==> src/rtl/arb_requester_if.sv <==
// Request/grant bus between arb_requester and the fixed-priority arbiter,
// plus the local-client job, status and error signals.
interface arb_requester_if;
  logic [3:0] job_push;
  logic [3:0] GNT;
  logic [3:0] REQ;
  logic [3:0] beat;
  logic [3:0] done;
  logic [3:0] ovf;
  logic [3:0] pend_full;
  logic       err;

  modport master (
    input  job_push, GNT,
    output REQ, beat, done, ovf, pend_full, err
  );

  modport slave (
    output job_push, GNT,
    input  REQ, beat, done, ovf, pend_full, err
  );
endinterface

==> src/rtl/arb_requester.sv <==
// Requester side of the 4-channel arbiter: per-channel job queue, REQ drive and
// beat/burst counting. Define ARB_REQ_GNT_CHECK_EN to build the grant-protocol checker.
module arb_requester #(
  parameter int unsigned BURST_LEN = 4,
  parameter int unsigned CNT_W     = 3
) (
  input  logic            clk,
  input  logic            reset,
  arb_requester_if.master bus
);

  localparam logic [3:0]       LAST     = 4'(BURST_LEN - 1);
  localparam logic [CNT_W-1:0] PEND_MAX = '1;

  typedef enum logic [1:0] {IDLE, WAIT, XFER} ch_state_e;

  ch_state_e        state_q [4];
  ch_state_e        state_d [4];
  logic [3:0]       bcnt_q  [4];
  logic [3:0]       bcnt_d  [4];
  logic [CNT_W-1:0] pend_q  [4];
  logic [CNT_W-1:0] pend_d  [4];

  logic [3:0] req, granted, final_beat, accept, drop, full_d;
  logic [3:0] beat_q, done_q, ovf_q, full_q;

  always_ff @(posedge clk) begin
    if (reset) begin
      for (int unsigned i = 0; i < 4; i++) begin
        state_q[i] <= IDLE;
        bcnt_q[i]  <= '0;
        pend_q[i]  <= '0;
      end
      beat_q <= '0;
      done_q <= '0;
      ovf_q  <= '0;
      full_q <= '0;
    end else begin
      for (int unsigned i = 0; i < 4; i++) begin
        state_q[i] <= state_d[i];
        bcnt_q[i]  <= bcnt_d[i];
        pend_q[i]  <= pend_d[i];
      end
      beat_q <= granted;
      done_q <= final_beat;
      ovf_q  <= drop;
      full_q <= full_d;
    end
  end

  always_comb begin
    req        = '0;
    granted    = '0;
    final_beat = '0;
    accept     = '0;
    drop       = '0;
    full_d     = '0;
    for (int unsigned i = 0; i < 4; i++) begin
      state_d[i] = state_q[i];
      bcnt_d[i]  = bcnt_q[i];
      pend_d[i]  = pend_q[i];

      // A grant while REQ is low is the arbiter lagging our REQ by one cycle.
      req[i]        = (state_q[i] != IDLE);
      granted[i]    = req[i] & bus.GNT[i];
      final_beat[i] = granted[i] && (bcnt_q[i] == LAST);
      // A final beat frees a slot in the same cycle, so a push at full still fits.
      accept[i]     = bus.job_push[i] && ((pend_q[i] != PEND_MAX) || final_beat[i]);
      drop[i]       = bus.job_push[i] && !accept[i];

      if (accept[i] && !final_beat[i])
        pend_d[i] = pend_q[i] + CNT_W'(1);
      else if (!accept[i] && final_beat[i])
        pend_d[i] = pend_q[i] - CNT_W'(1);

      if (final_beat[i])
        bcnt_d[i] = '0;
      else if (granted[i])
        bcnt_d[i] = bcnt_q[i] + 4'd1;

      full_d[i] = (pend_d[i] == PEND_MAX);

      if (pend_d[i] == '0)
        state_d[i] = IDLE;
      else if (bcnt_d[i] != '0)
        state_d[i] = XFER;
      else
        state_d[i] = WAIT;
    end
  end

  assign bus.REQ       = req;
  assign bus.beat      = beat_q;
  assign bus.done      = done_q;
  assign bus.ovf       = ovf_q;
  assign bus.pend_full = full_q;

`ifdef ARB_REQ_GNT_CHECK_EN
  logic [3:0] req_prev;
  logic       err_q;
  logic       multi_hot, spurious;

  assign multi_hot = ((bus.GNT & (bus.GNT - 4'd1)) != '0);
  // Only a grant with REQ low for two consecutive cycles cannot be explained by arbiter lag.
  assign spurious  = ((bus.GNT & ~req & ~req_prev) != '0);

  always_ff @(posedge clk) begin
    if (reset) begin
      req_prev <= '0;
      err_q    <= 1'b0;
    end else begin
      req_prev <= req;
      if (multi_hot || spurious)
        err_q <= 1'b1;
    end
  end

  assign bus.err = err_q;
`else
  assign bus.err = 1'b0;
`endif

endmodule
==> src/flat_wrapper.sv <==
// flat-port wrapper written by rule: the top's interface ports become plain ports
module arb_requester_flat 
#(
  parameter int unsigned BURST_LEN = 4,
  parameter int unsigned CNT_W     = 3
)
  (clk, reset, bus_job_push, bus_GNT, bus_REQ, bus_beat, bus_done, bus_ovf, bus_pend_full, bus_err);
  arb_requester_if bus_i ();
  input  logic clk;
  input  logic reset;
  input wire logic [$bits(bus_i.job_push)-1:0] bus_job_push;
  input wire logic [$bits(bus_i.GNT)-1:0] bus_GNT;
  output wire logic [$bits(bus_i.REQ)-1:0] bus_REQ;
  output wire logic [$bits(bus_i.beat)-1:0] bus_beat;
  output wire logic [$bits(bus_i.done)-1:0] bus_done;
  output wire logic [$bits(bus_i.ovf)-1:0] bus_ovf;
  output wire logic [$bits(bus_i.pend_full)-1:0] bus_pend_full;
  output wire logic [$bits(bus_i.err)-1:0] bus_err;
  assign bus_i.job_push = bus_job_push;
  assign bus_i.GNT = bus_GNT;
  assign bus_REQ = bus_i.REQ;
  assign bus_beat = bus_i.beat;
  assign bus_done = bus_i.done;
  assign bus_ovf = bus_i.ovf;
  assign bus_pend_full = bus_i.pend_full;
  assign bus_err = bus_i.err;
  arb_requester #(.BURST_LEN(BURST_LEN), .CNT_W(CNT_W)) u_core (.clk(clk), .reset(reset), .bus(bus_i));
endmodule
==> config.mk <==
export PLATFORM = sky130hd
export DESIGN_NAME = arb_requester_flat
export DESIGN_NICKNAME = d
export VERILOG_FILES = /design/src/rtl/arb_requester_if.sv /design/src/rtl/arb_requester.sv /design/src/flat_wrapper.sv
export SDC_FILE = /design/constraint.sdc
export NUM_CORES = 1
export LEC_CHECK = 0
export ABC_CLOCK_PERIOD_IN_PS = 2200
export BUFFER_PORTS_ARGS = -buffer_cell sky130_fd_sc_hd__buf_2
export CORE_ASPECT_RATIO = 0.8
export CORE_UTILIZATION = 35
export CTS_CLUSTER_DIAMETER = 150
export DETAILED_ROUTE_END_ITERATION = 8
export PLACE_DENSITY = 0.61
export SYNTH_ARGS = -nofsm -noshare
export SYNTH_HDL_FRONTEND = slang
export SYNTH_SLANG_ARGS = --single-unit
export TNS_END_PERCENT = 10
==> constraint.sdc <==
create_clock -name clk -period 2.2 [get_ports clk]
set_input_delay 0.22 -clock clk [delete_from_list [all_inputs] [get_ports clk]]
set_output_delay 0.22 -clock clk [all_outputs]
set_load 0.02 [all_outputs]
* Word level (Yosys, flattened, before mapping)
Memory sizes are Yosys's and may differ from the RTL's.
Cells that the tools add are included.
** Cells by class
- Add/subtract/negate cells :: 12
- Eq/ne operators :: 12
- Multiplexer cells :: 39
- Bitwise gates (word level) :: 16
- Reduce and logical (&&, ||, !) cells :: 44
** Operators with widths (count)
- 4-bit two-way mux :: 12
- 3-bit two-way mux :: 12
- 2-bit two-way mux :: 12
- 1-bit logical AND :: 20
- 4-bit by 1-bit adder with 4-bit output (second input constant) :: 4
- 4-bit by 2-bit == test with 1-bit output (second input constant) :: 4
- 4-bit nonzero test :: 4
- 3-bit by 1-bit adder with 3-bit output (second input constant) :: 4
- 3-bit == test (second input constant) :: 4
- 3-bit zero test :: 4
- 3-bit != test (second input constant) :: 4
- 1-bit bitwise OR :: 12
- 3-bit by 1-bit subtractor with 3-bit output (second input constant) :: 4
- 1-bit zero test :: 8
- 2-bit nonzero test :: 4
- 1-bit AND :: 4
- 1-bit logical OR :: 4
- 1-bit two-way mux :: 3
** Word-level totals
- Flip-flop bits (word level) :: 16
- RAM bits :: 36
- Input bits :: 10
- Output and inout port bits :: 21
- Logic and storage cells :: 130
- Memories :: 3
** Memory list
- u_core.bcnt_q :: words 4, width 4, read ports 4, clocked after Yosys merged registers in 0, wr ports 4, line arb_requester.sv:19 : logic [3:0] bcnt_q [4];
- u_core.pend_q :: words 4, width 3, read ports 4, clocked after Yosys merged registers in 0, wr ports 4, line arb_requester.sv:21 : logic [CNT_W-1:0] pend_q [4];
- u_core.state_q :: words 4, width 2, read ports 4, clocked after Yosys merged registers in 0, wr ports 4, line arb_requester.sv:17 : ch_state_e state_q [4];

* Logic depth before layout (Yosys ltp)
Gate-level depths: netlist of the first run.
An unclocked memory read counts as a cell.
- Depth after elaboration :: 13
- Gate-level depth with buffers :: 7
- Depth with buffers taken out :: 7

* Least setup slack after synthesis of the first run
OpenSTA, ideal clock, no wires.
- Path kind :: register to register
- Start :: mem u_core.bcnt_q[2][0] (netlist: u_core.bcnt_q[0][8])
- End :: mem u_core.state_q[0][5] (netlist bit)
- Library setup time :: 0.132 ns
- Data arrival time :: 1.805 ns
- Data required time :: 2.068 ns
- Setup slack :: 0.264 ns
- Stages on the path, launching flop included :: 7
- Path buffers :: 0
- Period minus slack after synthesis :: 1.936 ns
- Path through :: dfxtp_1 > ha_1 > nor3b_4 > a21oi_2 > or4_4 > a2111oi_4 > nor3_1
** RTL lines (line)
- start: declaration :: arb_requester.sv:19
- end: declaration :: arb_requester.sv:17

==> results of run 1 <==
## critical path, cell delays in order, from the launching register on
cell and delay, ps:
sky130_fd_sc_hd__dfxtp_1 390, sky130_fd_sc_hd__ha_2 220, sky130_fd_sc_hd__nor3b_4 280, sky130_fd_sc_hd__a21oi_2 140, sky130_fd_sc_hd__or4_4 510, sky130_fd_sc_hd__a2111oi_4 330
sky130_fd_sc_hd__nor3_1 90
## registers in the layout, summed over array words and instances (netlist names)
| name | cells |
|---|---|
| u_core.bcnt_q | 16 |
| u_core.pend_q | 12 |
| u_core.state_q | 8 |
| u_core.bus.beat | 4 |
| u_core.bus.done | 4 |
| u_core.bus.ovf | 4 |
| u_core.bus.pend_full | 4 |
## layer usage
metal / vias up / GRT usage (%)
met5: - / 0
met4: 0 / 5.362
met3: 7 / 3.064
met2: 30 / 22.45
met1: 1092 / 19.55
li1: 1220 / -
## power breakdown
part	internal (mW)	total, mW	switching, mW
sequential	1.04	1.12	0.0832
clock	0.337	0.668	0.330
combinational	0.272	0.633	0.361
total	1.65	2.42	0.775
## cells by family after synthesis
family | after synthesis
xor gates and xnor gates | 7
muxes | 6
buffers and inverters | 33
DFF | 52
and+or+nand+nor | 125
other | 1
AOI/OAI and AO/OA | 79
adders and majority gates | 16
## Yosys cell counts (all sizes together) (2+ instances only)
cell,count,area (µm²)
a2111oi,3,45.05
a211oi,9,67.56
a21o,2,15.01
a21oi,19,98.85
a22oi,2,15.01
a311oi,4,35.03
a31oi,7,43.79
and2,3,18.77
and3,4,26.28
and4,2,17.52
and4b,7,71.32
buf,4,20.02
clkbuf,9,43.79
dfxtp,52,1041
ha,16,200.2
inv,20,75.07
mux2,2,22.52
mux2i,4,40.04
nand2,15,56.30
nand2b,3,18.77
nand3,11,55.05
nand3b,3,22.52
nand4,2,12.51
nor2,33,123.9
nor2b,3,18.77
nor3,18,90.09
nor3b,7,75.08
nor4,3,18.77
o211ai,2,15.01
o21a,7,52.55
o21ai,16,83.83
o22a,2,17.52
or2,5,31.28
or3,2,12.51
or3b,3,28.78
xnor2,5,43.79
xor2,2,17.52
## layout make-up
type / instances / area (µm²) / area share (%)
inverters: 20 / 75.07 / 2.372
multi-input cells: 234 / 1592 / 50.28
well taps: 105 / 131.4 / 4.150
flip-flops and latches: 52 / 1044 / 32.96
clock inverters: 3 / 42.54 / 1.344
clock buffers: 5 / 68.82 / 2.174
repair buffers: 38 / 212.7 / 6.719
## final timing paths
kind                            depth (start not counted)  slack [ps]           startpoint                   end
worst max-delay path                                    6         120  u_core.bcnt_q[0][9]  u_core.state_q[0][5]
worst min-delay path                                    3         190      bus_job_push[3]     u_core.bus.ovf[3]
worst max register to register                          6         120  u_core.bcnt_q[0][9]  u_core.state_q[0][5]
worst min register to register                          2         510  u_core.bcnt_q[0][9]   u_core.bcnt_q[0][9]
## repair_timing
item | CTS | global route
gates resized for setup | 0 | 6
endpoints found under the setup margin | 0 | 7
setup buffers | 0 | 2
==> results.txt, run 1 <==
The run finished with clean final reports. Before CTS, the worst setup slack after placement is 115.6 ps. The tools report the fill cell instance count of the final layout as 776. Yosys mapped a number of flops with a built-in enable equal to 0. After synthesis, the share of flip-flops with an asynchronous set or reset is 0%.

The die area came out at 8244 µm². The tools report the worst voltage drop across the vdd grid as 289.7 µV. In the routed design, unresolved DRC markers number 0.

The initial antenna violation count is 0, and the max-slew headroom at the worst pin is 65.55%. Across the run, the number of max-cap violations was 0. Once detail routing completed, the nets flagged for antenna violations numbered 0. The tools report the required arrival time at the worst endpoint as 2380 ps. The count of cells in the finished layout, fillers not included, comes to 457.

No sink is reached through more buffers than the 2 on the longest clock path. For this run, the post-layout net count is 377. The routability-driven placement congestion ratio came out at 0.7889. The tree is rooted in a sky130_fd_sc_hd__clkbuf_8.

The placeable core region is 7497 µm², and the number of pins exceeding their max-slew limit in the final report is 0. The synthesized netlist contains 57 unique library cells. For this block, the via count after detailed routing is 2,349. TritonCTS built the clock tree.

The area share of fa/ha/maj cells after synthesis is 7.256%, and the simple-gate share of the synthesized area is 25.71%. The share of the Yosys chip area taken by registers is 37.73%. The post-route clock period utilization works out to 94.64%.

For the final routed database, the setup TNS stands at 0 ps. Critical path arrival: 2270 ps. In this run the vertical extent of the chip is 81.41 µm.

After synthesis, the largest family of logic cells by area is simple AND/OR/NAND/NOR gates. The synthesized netlist occupies a cell area of 2759 µm². The time the final worst path needs with I/O delays and setup works out to 2082 ps.

The first global-routing pass estimated 9335 µm of wire. Once placement finished, the instance area stood at 3024 µm². For this design, the sink count on the clock tree is 52.

The effective utilization at floorplan was 36.80%. The flip-flop and latch count after synthesis was 52. Setup violations remaining at the end of the flow were counted as 0. The xor and xnor area share after synthesis was 2.222%; the transition time at the pin with the least slew margin was 513.2 ps. The width of the die works out to 101.3 µm.

The run gives 3166 µm² as the post-route standard cell area excluding fillers. The topmost layer with routed signal wires is met4. After clock tree synthesis, the flow added hold-fix buffers numbering 0. For the number of buffers created by CTS, the log shows 5. The static leakage power was 1.349 nW. The remaining global-route overflow is 0, and the worst hold slack across all endpoints is 191.5 ps.

The total global-route track usage was 14.37%; the via count of the first global-routing pass was 2,019. The final number of hold-violating endpoints was 0. The average size of a mapped cell works out to 8.649 µm². In the layout the commonest cells are 50 x sky130_fd_sc_hd__dfxtp_1, 33 x sky130_fd_sc_hd__nor2_1, 29 x sky130_fd_sc_hd__buf_2. The worst setup path is launched from a register.

After detailed routing, the average wire length per cell comes to 12.28 µm. Clock-pin slew was measured on the worst setup and hold paths at 100 ps. Wires add up to 5610 µm. Row generation in the floorplan step produced 28 rows. The H-tree was split into 2 levels.

The fraction of the mapped netlist area in compound gates was 19.64%. The tools report the achievable clock frequency as 480.3 MHz. Yosys printed 0 warnings. In this run the count of I/O pins placed on the die edge is 31.

Before antenna repair, the detailed router went through 4 iterations. The multiplexer fraction of the synthesized cell area is 2.268%, and the fraction of layout instances using a drive strength above 1 is 19.32%. The library cell used most frequently in the layout, excluding fill and tap cells, is sky130_fd_sc_hd__dfxtp_1. At the end of the flow the core is filled with cells to 42.22%.

The repair_antennas step left the layout with diodes totalling 0. The class of the tightest hold or removal check is input port to register. After technology mapping, the gate count stands at 319. The number of buffer cells added on primary ports was 29. The power after layout is 2.422 mW, and the worst-case setup margin in the final layout is 117.9 ps.

The setup path with the least slack is of type register to register. STA classifies the critical path endpoint as a register. The clock latency on the worst-skew pair came out at 300 ps. The HPWL after detailed placement is 4002 µm. The logs give 25 for the maximum number of pins on one net before global-route repair and 2.595 ps for the clock tree skew after final layout. The number of nets handed over by synthesis was 345.

The largest fanout on the critical path is 5. For this run, the leading register cell type out of synthesis is sky130_fd_sc_hd__dfxtp_1. Including well taps, the total number of placed cells is 447.

Setup repair after global routing could not meet its margin everywhere. For this design the ratio of total power to cell area is 765.1 nW/µm². Detailed routing placed a total of 158 µm of wire on met3. Dividing the detail-routed via count by the number of cells gives 5.140. For this block, the initial DRC count from the detailed router was 78.

After detailed routing, the met2 layer carries 2407 µm of wire. In the final routing, the length of wire on met1 measures 2955 µm. Area growth from synthesis to final layout: 14.74%.
Power figures use the tool's default switching activity.
==> run 2: changes to the inputs <==
==> constraint.sdc (replaced) <==
create_clock -name clk -period 2.2 [get_ports clk]
set_input_delay 0.11 -clock clk [delete_from_list [all_inputs] [get_ports clk]]
set_output_delay 0.11 -clock clk [all_outputs]
set_load 0.02 [all_outputs]
==> run 2 against run 1 <==
  * Routed wire length rose by 0.30%
  * Via count grew 0.68%
  * Maximum frequency grew 0.43%
  * Power decreased by 0.44%
  * Final cell count shrank 0.22%
  * First-iteration DRC count shrank 3.8%
  * Critical path depth unchanged
  * Clock-buffer cell count increased by 1
  * Sequential share of layout area increased by 0.14 points
  * Combinational power hardly changed
  * Die area stayed put
==> results.txt, run 2 (synthesized netlist as in run 1, its figures left out) <==
The run gives 1.347 nW (-0.16%) as the static leakage power. The run gives 70.75 ps (-120.7 ps) as the worst hold slack across all endpoints. The run finished with clean final reports.

The count of vias placed by the detailed router came out at 2,365 (+0.68%). The run gives 456 (-0.22%) as the count of non-filler cells in the finished layout. The run gives 0 (unchanged) as the initial antenna violation count. The number of inserted diodes is 0 (unchanged). The most common cell after layout, fill and taps aside was sky130_fd_sc_hd__dfxtp_1.

The total global-route track usage was 14.92% (+0.55 points); the number of buffer cells added on primary ports was 29 (unchanged). The post-route clock period utilization came out at 94.24% (-0.41 points). The max-slew headroom at the worst pin was 65.92% (+0.36 points); the post-place instance area was 3017 µm² (-0.25%). The count of buffering cells on the critical path with inverters included is 0 (unchanged).

The flip-flop count of the largest register, all copies and words added is 16 (unchanged). The logs give 376 (-0.27%) for the final net count and 1042 µm² (-0.12%) for the sequential cell area. The effective utilization at floorplan was 36.80% (unchanged).

Part of the power in the clock network: 27.4% (-0.2 points). The routability-driven placement congestion ratio came out at 0.7848 (-0.52%). The worst voltage drop across the vdd grid is 265.1 µV (-8.5%), and the total wirelength of the detailed-routed design is 5627 µm (+0.30%). Switching portion of total power: 31.76% (-0.23 points). The number of buffers created by CTS is 5 (unchanged). The via count of the first global-routing pass was 2,167 (+7.3%). TritonCTS built the clock tree.

The time the final worst path needs with I/O delays and setup is 2073 ps (-8.956 ps), and the clock tree skew after final layout is 3.658 ps (+1.063 ps). Fraction of layout instances using a drive strength above 1: 18.23% (-1.1 points). Counting flops per register, the top entry is u_core.bcnt_q. The maximum number of pins on one net before global-route repair is 32 (+28%). The largest registers in the layout are u_core.bcnt_q: 16 flops, u_core.pend_q: 12 flops, u_core.state_q: 8 flops. The root buffer cell chosen for the clock tree is sky130_fd_sc_hd__clkbuf_8. The largest fanout on the critical path works out to 5 (unchanged).

Total iterations of the first detailed-routing run: 4 (unchanged). The sequential group share of total power came out at 46.4% (about the same). The run gives 52 (unchanged) as the number of clock sinks seen by CTS. The placeable core region was 7497 µm² (unchanged).

The tools report the remaining global-route overflow as 0 (unchanged). The largest individual stage delay along the critical path comes from the cell sky130_fd_sc_hd__or4_4. Total of max-cap violations: 0 (unchanged). The number of placement rows was 28 (unchanged); the initial DRC count was 75 (-3.8%). The width of the die works out to 101.3 µm (unchanged). The die area is 8244 µm² (unchanged), and the routed via count divided by cell count is 5.186 (+0.90%). The run gives 2400 ps (+20 ps) as the required arrival time at the worst endpoint. The tools report the post-route standard cell area excluding fillers as 3148 µm² (-0.55%). The remaining design rule violation count is 0 (unchanged), and the critical path arrival is 2270 ps (about the same). From synthesis to final layout, the design area changed by 14.10%. The reported net switching power was 0.7657 mW (-1.2%). The number of pins exceeding their max-slew limit in the final report is 0 (unchanged).

The library cells used most frequently in the layout, excluding fill and tap cells, are 51 x sky130_fd_sc_hd__dfxtp_1, 33 x sky130_fd_sc_hd__nor2_1, 29 x sky130_fd_sc_hd__buf_2. For the count of endpoints failing setup in the final report, the log shows 0 (unchanged). The run gives 310 ps (about the same) as the clock latency on the worst-skew pair. Part of the power in combinational logic: 26.2% (about the same). The power density over the cells is 765.9 nW/µm² (+0.11%). The tools report the number of levels in the clock H-tree as 2 (unchanged).

Traced cell by cell, the critical path runs through ha_2 > nor3b_4 > a21oi_2 > or4_4 > a2111oi_4 > nor3_1. The average routed wire per standard cell came out at 12.34 µm (+0.52%). The top-level I/O count was 31 (unchanged). For the final core utilization, the log shows 41.99% (-0.23 points).

The cell family contributing the most delay on the critical path is simple AND/OR/NAND/NOR gates. The total negative slack for setup checks came out at 0 ps (unchanged). Achievable clock frequency: 482.3 MHz (+0.43%). The class of the tightest hold or removal check is input port to register. STA classifies the critical path endpoint as a register. The maximum cell stage delay along the critical path works out to 520 ps (about the same). The first-pass GRT wire length is 9687 µm (+3.8%), and the transition time at the pin with the least slew margin is 507.8 ps (-5.399 ps). Multi-input gate area in the final layout: 1587 µm² (-0.31%). The type of the worst setup path is register to register. The maximum clock path buffer count was 2 (unchanged); the design internal power was 1.645 mW (about the same). Final number of hold-violating endpoints: 0 (unchanged). The clock transition at the register clock pins on the worst setup and hold paths after CTS came out at 90 ps (about the same).

The remaining number of nets flagged by the antenna check after routing is 0 (unchanged). The fill cell instance count of the final layout is 769 (-0.90%). Startpoint class of the critical path: a register. Setup repair after global routing left no endpoint under its margin. Post-placement cell count: 446 (-0.22%).

For the sum of net half-perimeters after detailed placement, the log shows 4054 µm (+1.3%). The chip height works out to 81.41 µm (unchanged).
run 2: cell count changes in the layout (fill, tap and decap cells not counted):
cell	delta
sky130_fd_sc_hd__dfxtp_2	-1
sky130_fd_sc_hd__nor3b_1	-1
sky130_fd_sc_hd__nor3b_2	+1
sky130_fd_sc_hd__a211oi_2	-2
sky130_fd_sc_hd__clkbuf_1	+1
sky130_fd_sc_hd__o21ai_0	+1
sky130_fd_sc_hd__clkinvlp_4	-1
sky130_fd_sc_hd__o21ai_1	-1
sky130_fd_sc_hd__a211oi_1	+2
sky130_fd_sc_hd__dfxtp_1	+1
sky130_fd_sc_hd__buf_4	-1
run 2: repair_timing:
item / CTS / global route
endpoints found under the setup margin: 0 / 6
resized for setup: 0 / 3
hold buffers: 0 / 0
setup buffers: 0 / 2
run 2: tightest hold or removal path, delay by kind of cell:
family | cells | cell delay [ps]
buf+inv | 1 | 130
simple gates | 1 | 60
compound gates | 1 | 40
run 2: power by group through the flow:
stage	Clock (mW)	Sequential [mW]	Combinational, mW
finish	0.661	1.12	0.632
global placement	0	1.14	0.621
floorplan	0	1.13	0.478
global route	0.715	1.14	0.712
CTS	0.696	1.12	0.636
detailed placement	0	1.14	0.630
run 2: cell type report:
cell class                 count  area share, %
clock inverter                 2          1.113
multi-input combinational    234          50.40
sequential                    52          33.11
inverter                      20          2.385
timing repair buffer          37          6.518
clock buffer                   6          2.305
tap                          105          4.173
run 2: worst paths after layout:
kind / startpoint / end / slack (ps) / cells past startpoint
worst min register to register: u_core.bcnt_q[0][9] / u_core.bcnt_q[0][9] / 490 / 2
worst max-delay path: u_core.bcnt_q[0][9] / u_core.state_q[0][5] / 130 / 6
worst min-delay path: bus_job_push[3] / u_core.bus.ovf[3] / 70 / 3
worst max register to register: u_core.bcnt_q[0][9] / u_core.state_q[0][5] / 130 / 6
run 2: routing by layer:
layer  track usage [%]  vias up  part of all wire [%]
met1             18.43     1091                    50
met2             24.69       33                    45
met3             3.234       12                   2.9
met5                 0        -                     0
li1                  -     1229                     -
met4             7.681        0                   2.5
run 2: per-stage QoR:
| step | power (mW) | setup slack (ps) |
|---|---|---|
| after floorplan | 1.613 | 263.6 |
| after global placement | 1.756 | 159.4 |
| after detailed placement | 1.769 | 64.63 |
| after CTS | 2.449 | 33.89 |
| after global routing | 2.564 | 6.568 |
| final | 2.411 | 126.8 |
